==> src/rtl/fetch_pkg.sv <==
// Shared types and constants for the instruction-fetch stage.
package fetch_pkg;

  localparam int XLEN = 32;
  localparam logic [XLEN-1:0] NOP_INSTR = 32'h0000_0013;

  typedef enum logic [1:0] {
    S_IDLE = 2'd0,
    S_REQ  = 2'd1,
    S_WAIT = 2'd2
  } fetch_state_t;

endpackage

==> src/rtl/fetch_out_buffer.sv <==
// Two-entry decode-facing buffer: a visible output entry backed by one skid
// entry that catches a response arriving while decode is stalled.
module fetch_out_buffer
  import fetch_pkg::*;
(
  input  logic            clk,
  input  logic            rst,
  input  logic            flush,
  input  logic            stall,
  input  logic            in_valid,
  input  logic [XLEN-1:0] in_data,
  input  logic [XLEN-1:0] in_pc,
  output logic            out_valid,
  output logic [XLEN-1:0] out_data,
  output logic [XLEN-1:0] out_pc,
  output logic            skid_valid
);

  logic            out_valid_reg;
  logic [XLEN-1:0] out_data_reg;
  logic [XLEN-1:0] out_pc_reg;
  logic            skid_valid_reg;
  logic [XLEN-1:0] skid_data_reg;
  logic [XLEN-1:0] skid_pc_reg;
  logic            advance;

  assign advance = !out_valid_reg || !stall;

  always_ff @(posedge clk) begin
    if (rst) begin
      out_valid_reg  <= 1'b0;
      out_data_reg   <= NOP_INSTR;
      out_pc_reg     <= '0;
      skid_valid_reg <= 1'b0;
      skid_data_reg  <= NOP_INSTR;
      skid_pc_reg    <= '0;
    end else if (flush) begin
      out_valid_reg  <= 1'b0;
      skid_valid_reg <= 1'b0;
    end else if (advance) begin
      if (skid_valid_reg) begin
        // Older skid entry goes first so program order is preserved.
        out_valid_reg  <= 1'b1;
        out_data_reg   <= skid_data_reg;
        out_pc_reg     <= skid_pc_reg;
        skid_valid_reg <= in_valid;
        if (in_valid) begin
          skid_data_reg <= in_data;
          skid_pc_reg   <= in_pc;
        end
      end else if (in_valid) begin
        out_valid_reg <= 1'b1;
        out_data_reg  <= in_data;
        out_pc_reg    <= in_pc;
      end else begin
        out_valid_reg <= 1'b0;
      end
    end else if (in_valid) begin
      skid_valid_reg <= 1'b1;
      skid_data_reg  <= in_data;
      skid_pc_reg    <= in_pc;
    end
  end

  assign out_valid  = out_valid_reg;
  assign out_data   = out_data_reg;
  assign out_pc     = out_pc_reg;
  assign skid_valid = skid_valid_reg;

endmodule

==> src/rtl/fetch_controller.sv <==
// Instruction-fetch sequencer: owns the fetch PC, issues one request at a
// time to instruction memory and squashes responses fetched down a stale path.
module fetch_controller
  import fetch_pkg::*;
#(
  parameter logic [XLEN-1:0] RESET_PC = 32'h0000_0000,
  parameter int              PC_STEP  = 4
) (
  input  logic            clk,
  input  logic            rst,
  input  logic            pc_src,
  input  logic [XLEN-1:0] branch_target,
  input  logic            stall,
  output logic            imem_req_valid,
  output logic [XLEN-1:0] imem_req_addr,
  input  logic            imem_req_ready,
  input  logic            imem_resp_valid,
  input  logic [XLEN-1:0] imem_resp_data,
  output logic            if_valid,
  output logic [XLEN-1:0] instruction,
  output logic [XLEN-1:0] pc_out
);

  localparam logic [XLEN-1:0] STEP = XLEN'(PC_STEP);

  fetch_state_t    state_reg, state_next;
  logic [XLEN-1:0] fetch_pc_reg, fetch_pc_next;
  logic [XLEN-1:0] req_pc_reg, req_pc_next;
  logic            drop_reg, drop_next;
  logic            skid_valid;
  logic            req_fire;
  logic            resp_fire;
  logic            deliver;
  logic            unused_target_lsbs;

  assign unused_target_lsbs = ^branch_target[1:0];

  // No new request while the skid holds data: that bounds occupancy at two.
  assign imem_req_valid = (state_reg == S_REQ) && !skid_valid;
  assign imem_req_addr  = fetch_pc_reg;
  assign req_fire       = imem_req_valid && imem_req_ready;
  assign resp_fire      = (state_reg == S_WAIT) && imem_resp_valid;
  assign deliver        = resp_fire && !drop_reg && !pc_src;

  always_comb begin
    state_next    = state_reg;
    fetch_pc_next = fetch_pc_reg;
    req_pc_next   = req_pc_reg;
    drop_next     = drop_reg;
    case (state_reg)
      S_IDLE: state_next = S_REQ;
      S_REQ: begin
        if (req_fire) begin
          state_next    = S_WAIT;
          req_pc_next   = fetch_pc_reg;
          fetch_pc_next = fetch_pc_reg + STEP;
          drop_next     = pc_src;
        end
      end
      S_WAIT: begin
        if (imem_resp_valid) begin
          state_next = S_REQ;
          drop_next  = 1'b0;
        end else if (pc_src) begin
          drop_next = 1'b1;
        end
      end
      default: state_next = S_IDLE;
    endcase
    // A redirect overrides any sequential advance made above.
    if (pc_src) begin
      fetch_pc_next = {branch_target[XLEN-1:2], 2'b00};
    end
  end

  always_ff @(posedge clk) begin
    if (rst) begin
      state_reg    <= S_IDLE;
      fetch_pc_reg <= RESET_PC;
      req_pc_reg   <= RESET_PC;
      drop_reg     <= 1'b0;
    end else begin
      state_reg    <= state_next;
      fetch_pc_reg <= fetch_pc_next;
      req_pc_reg   <= req_pc_next;
      drop_reg     <= drop_next;
    end
  end

  fetch_out_buffer u_out_buffer (
    .clk        (clk),
    .rst        (rst),
    .flush      (pc_src),
    .stall      (stall),
    .in_valid   (deliver),
    .in_data    (imem_resp_data),
    .in_pc      (req_pc_reg),
    .out_valid  (if_valid),
    .out_data   (instruction),
    .out_pc     (pc_out),
    .skid_valid (skid_valid)
  );

endmodule

==> config.mk <==
export PLATFORM = sky130hd
export DESIGN_NAME = fetch_controller
export DESIGN_NICKNAME = d
export VERILOG_FILES = /design/src/rtl/fetch_pkg.sv /design/src/rtl/fetch_out_buffer.sv /design/src/rtl/fetch_controller.sv
export SDC_FILE = /design/constraint.sdc
export NUM_CORES = 1
export LEC_CHECK = 0
export ABC_CLOCK_PERIOD_IN_PS = 4600
export CORE_MARGIN = 2
export CORE_UTILIZATION = 35
export DETAILED_ROUTE_END_ITERATION = 6
export HOLD_SLACK_MARGIN = 0.06
export PLACE_DENSITY = 0.62
export SLEW_MARGIN = 40
export SYNTH_ARGS = -nofsm -noshare
export SYNTH_HDL_FRONTEND = slang
export SYNTH_SLANG_ARGS = --single-unit
==> constraint.sdc <==
create_clock -name clk -period 4.6 [get_ports clk]
set_clock_uncertainty 0.1 [all_clocks]
set_input_delay 1.38 -clock clk [delete_from_list [all_inputs] [get_ports clk]]
set_output_delay 1.38 -clock clk [all_outputs]
set_load 0.05 [all_outputs]
==> metrics.md <==
| Metric | Value |
|---|---|
| Synthesis-stage register bit count | `189` |
| CTS resizes | `0` |
| Rows | `55` |
| CP Data Arrival Time | `2.26 ns` |
| CTS Buf Count | `17` |
| Switching share of power | `0.2784` |
| Number of global-route vias before repair | `6,582` |
| Core area | `22,640 sq um` |
| Critical-path top delay cell | `clkdlybuf4s50_1` |
| Syn Area/Cell | `8.408 sq um` |
| Util after Layout | `0.4650` |
| DRT Pass-1 Iters | `4` |
| Outcome | `finished, final reports clean` |
| Clock Latency Late Sink | `~0.43 ns` |
| Antenna violations before repair | `1` |
| Area growth, synth to finish | `30.71%` |
| Worst-case clock buffer depth | `2` |
| WL/cell | `16.77 um` |
| Root Buffer | `clkbuf_16` |
| Yosys warnings | `0` |
| Vias | `a little over 7,000` |
| Clock power frac | `0.432` |
| Hold WC Path Type | `reg2reg` |
| Most frequent cells in the layout | `nand2_1, dfxtp_1, clkdlybuf4s50_1` |
| Clk pin slew, worst setup/hold paths | `~0.070 ns` |
| Type of origin of the critical path | `flip-flop` |
| Relative slew slack | `0.4400` |
| Top_reg_cell synth | `dfxtp_1` |
| Cells after Synth | `between 900 and 1,000` |
| RSZ-0062 raised after global routing | `no` |
| Minimum clock period | `3.738 ns` |
| Crit path largest cell delay | `0.91 ns` |
| Total power | `between 3 and 4 mW` |
| Post-CTS Setup Bufs | `0` |
| Remaining global-route overflow | `0` |
| H-tree depth | `4` |
| Cell variety after synth | `just over 50` |
| Cell-internal power | `2.654 mW` |
| Power Density | `between 300 and 400 nW/um^2` |
| Slew Limit Fails | `0` |
| Setup violators final | `0` |
| Post-DP HPWL | `between 10 and 15 mm` |
| Critical path class | `reg2out` |
| Clock sink count | `189` |
| Die Span X | `155.7 um` |
| Initial core utilization | `0.3558` |
| Post-DRT Antenna Nets | `0` |
| Final Hold Viols | `0` |
| Port Buffers | `161` |
| Setup TNS | `0 ns` |
| Req. time, crit path | `3.12 ns` |
| Crit path capture type | `output port` |
| CP max FO | `5` |
| Die span in y | `approximately 160 um` |
| 1st-iter DRT viols | `447` |
| Leakage power | `between 3 and 4 nW` |
| CTS tree | `built` |
| Crit share post-route | `0.8125` |
| Critical path, cell by cell | `nor3b_1 -> clkdlybuf4s50_1` |
| Nets@finish | `1,139` |
| Max Freq | `0.2675 GHz` |
| Maximum vdd ir drop | `~0.24 mV` |
| Sequential area share after synthesis | `0.4697` |
| First-pass GRT wire length | `36.62 mm` |
| Cell Area, Synth | `roughly 8000 sq um` |
| Least-Margin Pin Slew | `0.8400 ns` |
| Sequential power share | `0.468` |
| GPL Wtd Cong | `0.8146` |
| Hold buffers post-CTS | `0` |
| Ys async rst share | `0` |
| Combinational share of power | `0.101` |
| Commonest non-fill, non-tap cell in the layout | `nand2_1` |
| # IOs | `around 170` |
| Hold_ws | `0.3538 ns` |
| Die area | `about 24,000 sq um` |
| Final Routed Wirelength | `between 20 and 25 mm` |
| EDFF count, synth | `0` |
| Gr usage total | `0.1887` |
| Max Cap Viol | `0` |
| Vias per cell | `about 5.3` |
| Layout cells sized above 1 | `0.05550` |
| Remaining DRCs | `0` |
| Net Switching | `1.024 mW` |
| Largest net degree at the start of global routing | `137` |
-- synth_stat cells (all sizes together) (7+ instances only) --
library cell	n	area, sq um
a211oi	69	518.0
a21oi	159	795.8
a311oi	12	105.1
and4	8	70.07
buf	20	97.60
clkbuf	69	259.0
dfxtp	189	3784
inv	9	33.78
mux2i	63	630.6
nand2	207	777.0
nand3	17	85.08
nand4	11	90.08
nor2	29	108.9
nor3	11	55.05
nor4	7	43.79
o31ai	9	67.56
or4	11	86.33
-- power groups by stage --
stage / registers (mW) / clock network [mW] / logic (mW)
after floorplan: 1.82 / 0 / 0.143
after global placement: 1.76 / 0 / 0.365
after detailed placement: 1.76 / 0 / 0.368
after CTS: 1.72 / 1.62 / 0.369
after global routing: 1.73 / 1.69 / 0.395
final: 1.72 / 1.59 / 0.370
-- final cells by class --
| type | instances | area, sq um |
|---|---|---|
| timing repair buffer | 177 | 1785 |
| multi-input combinational | 674 | 3919 |
| inverter | 9 | 33.78 |
| clock buffer | 17 | 425.4 |
| antenna | 1 | 2.502 |
| clock inverter | 15 | 219.0 |
| fill | 2200 | 12110 |
| tap | 285 | 356.6 |
| sequential | 189 | 3787 |
-- path summary, 6_finish.rpt --
check | from | to | slack, ns | depth (start not counted)
hold / removal | u_out_buffer.skid_data_reg[2] | u_out_buffer.skid_data_reg[2] | 0.35 | 2
setup reg to reg | u_out_buffer.skid_valid | u_out_buffer.out_pc[26] | 1.78 | 5
setup / recovery | state_reg[0] | imem_req_valid | 0.86 | 2
hold reg to reg | u_out_buffer.skid_data_reg[2] | u_out_buffer.skid_data_reg[2] | 0.35 | 2
-- logic make-up after synthesis --
| family | synth area share |
|---|---|
| muxes | 0.07828 |
| DFF | 0.4697 |
| xor gates and xnor gates | 0.01087 |
| and+or+nand+nor | 0.1850 |
| adders and majority gates | 0.002796 |
| other | 0.0004655 |
| AOI/OAI and AO/OA | 0.2044 |
| buffers and inverters | 0.04846 |
-- worst max-delay path, delay by kind of cell (launching register included) --
kind / cells / cell delay [ns]
flip-flops: 1 / 0.42
AND/OR/NAND/NOR: 1 / 0.50
buffers and inverters: 1 / 0.91
-- layer usage --
metal  vias up  GRT usage  routed length [um]  part of all wire
met5         -          0                   0                 0
met4         0    0.05985                 469             0.020
met3        31    0.04917                1294             0.056
met2       190     0.2777               10110              0.44
met1      3333     0.2692               11050              0.48
li1       3624          -                   -                 -
-- metrics by stage --
step	cell area, sq um	instances	worst slack, ns
after floorplan	8066	961	1.260
after detailed placement	9854	1333	0.7337
final	10530	1367	0.8624
after global routing	10530	1367	0.8334
after CTS	10500	1365	0.8554
after global placement	9841	1333	0.7346
Note: power is estimated with default switching activity, not from simulation.
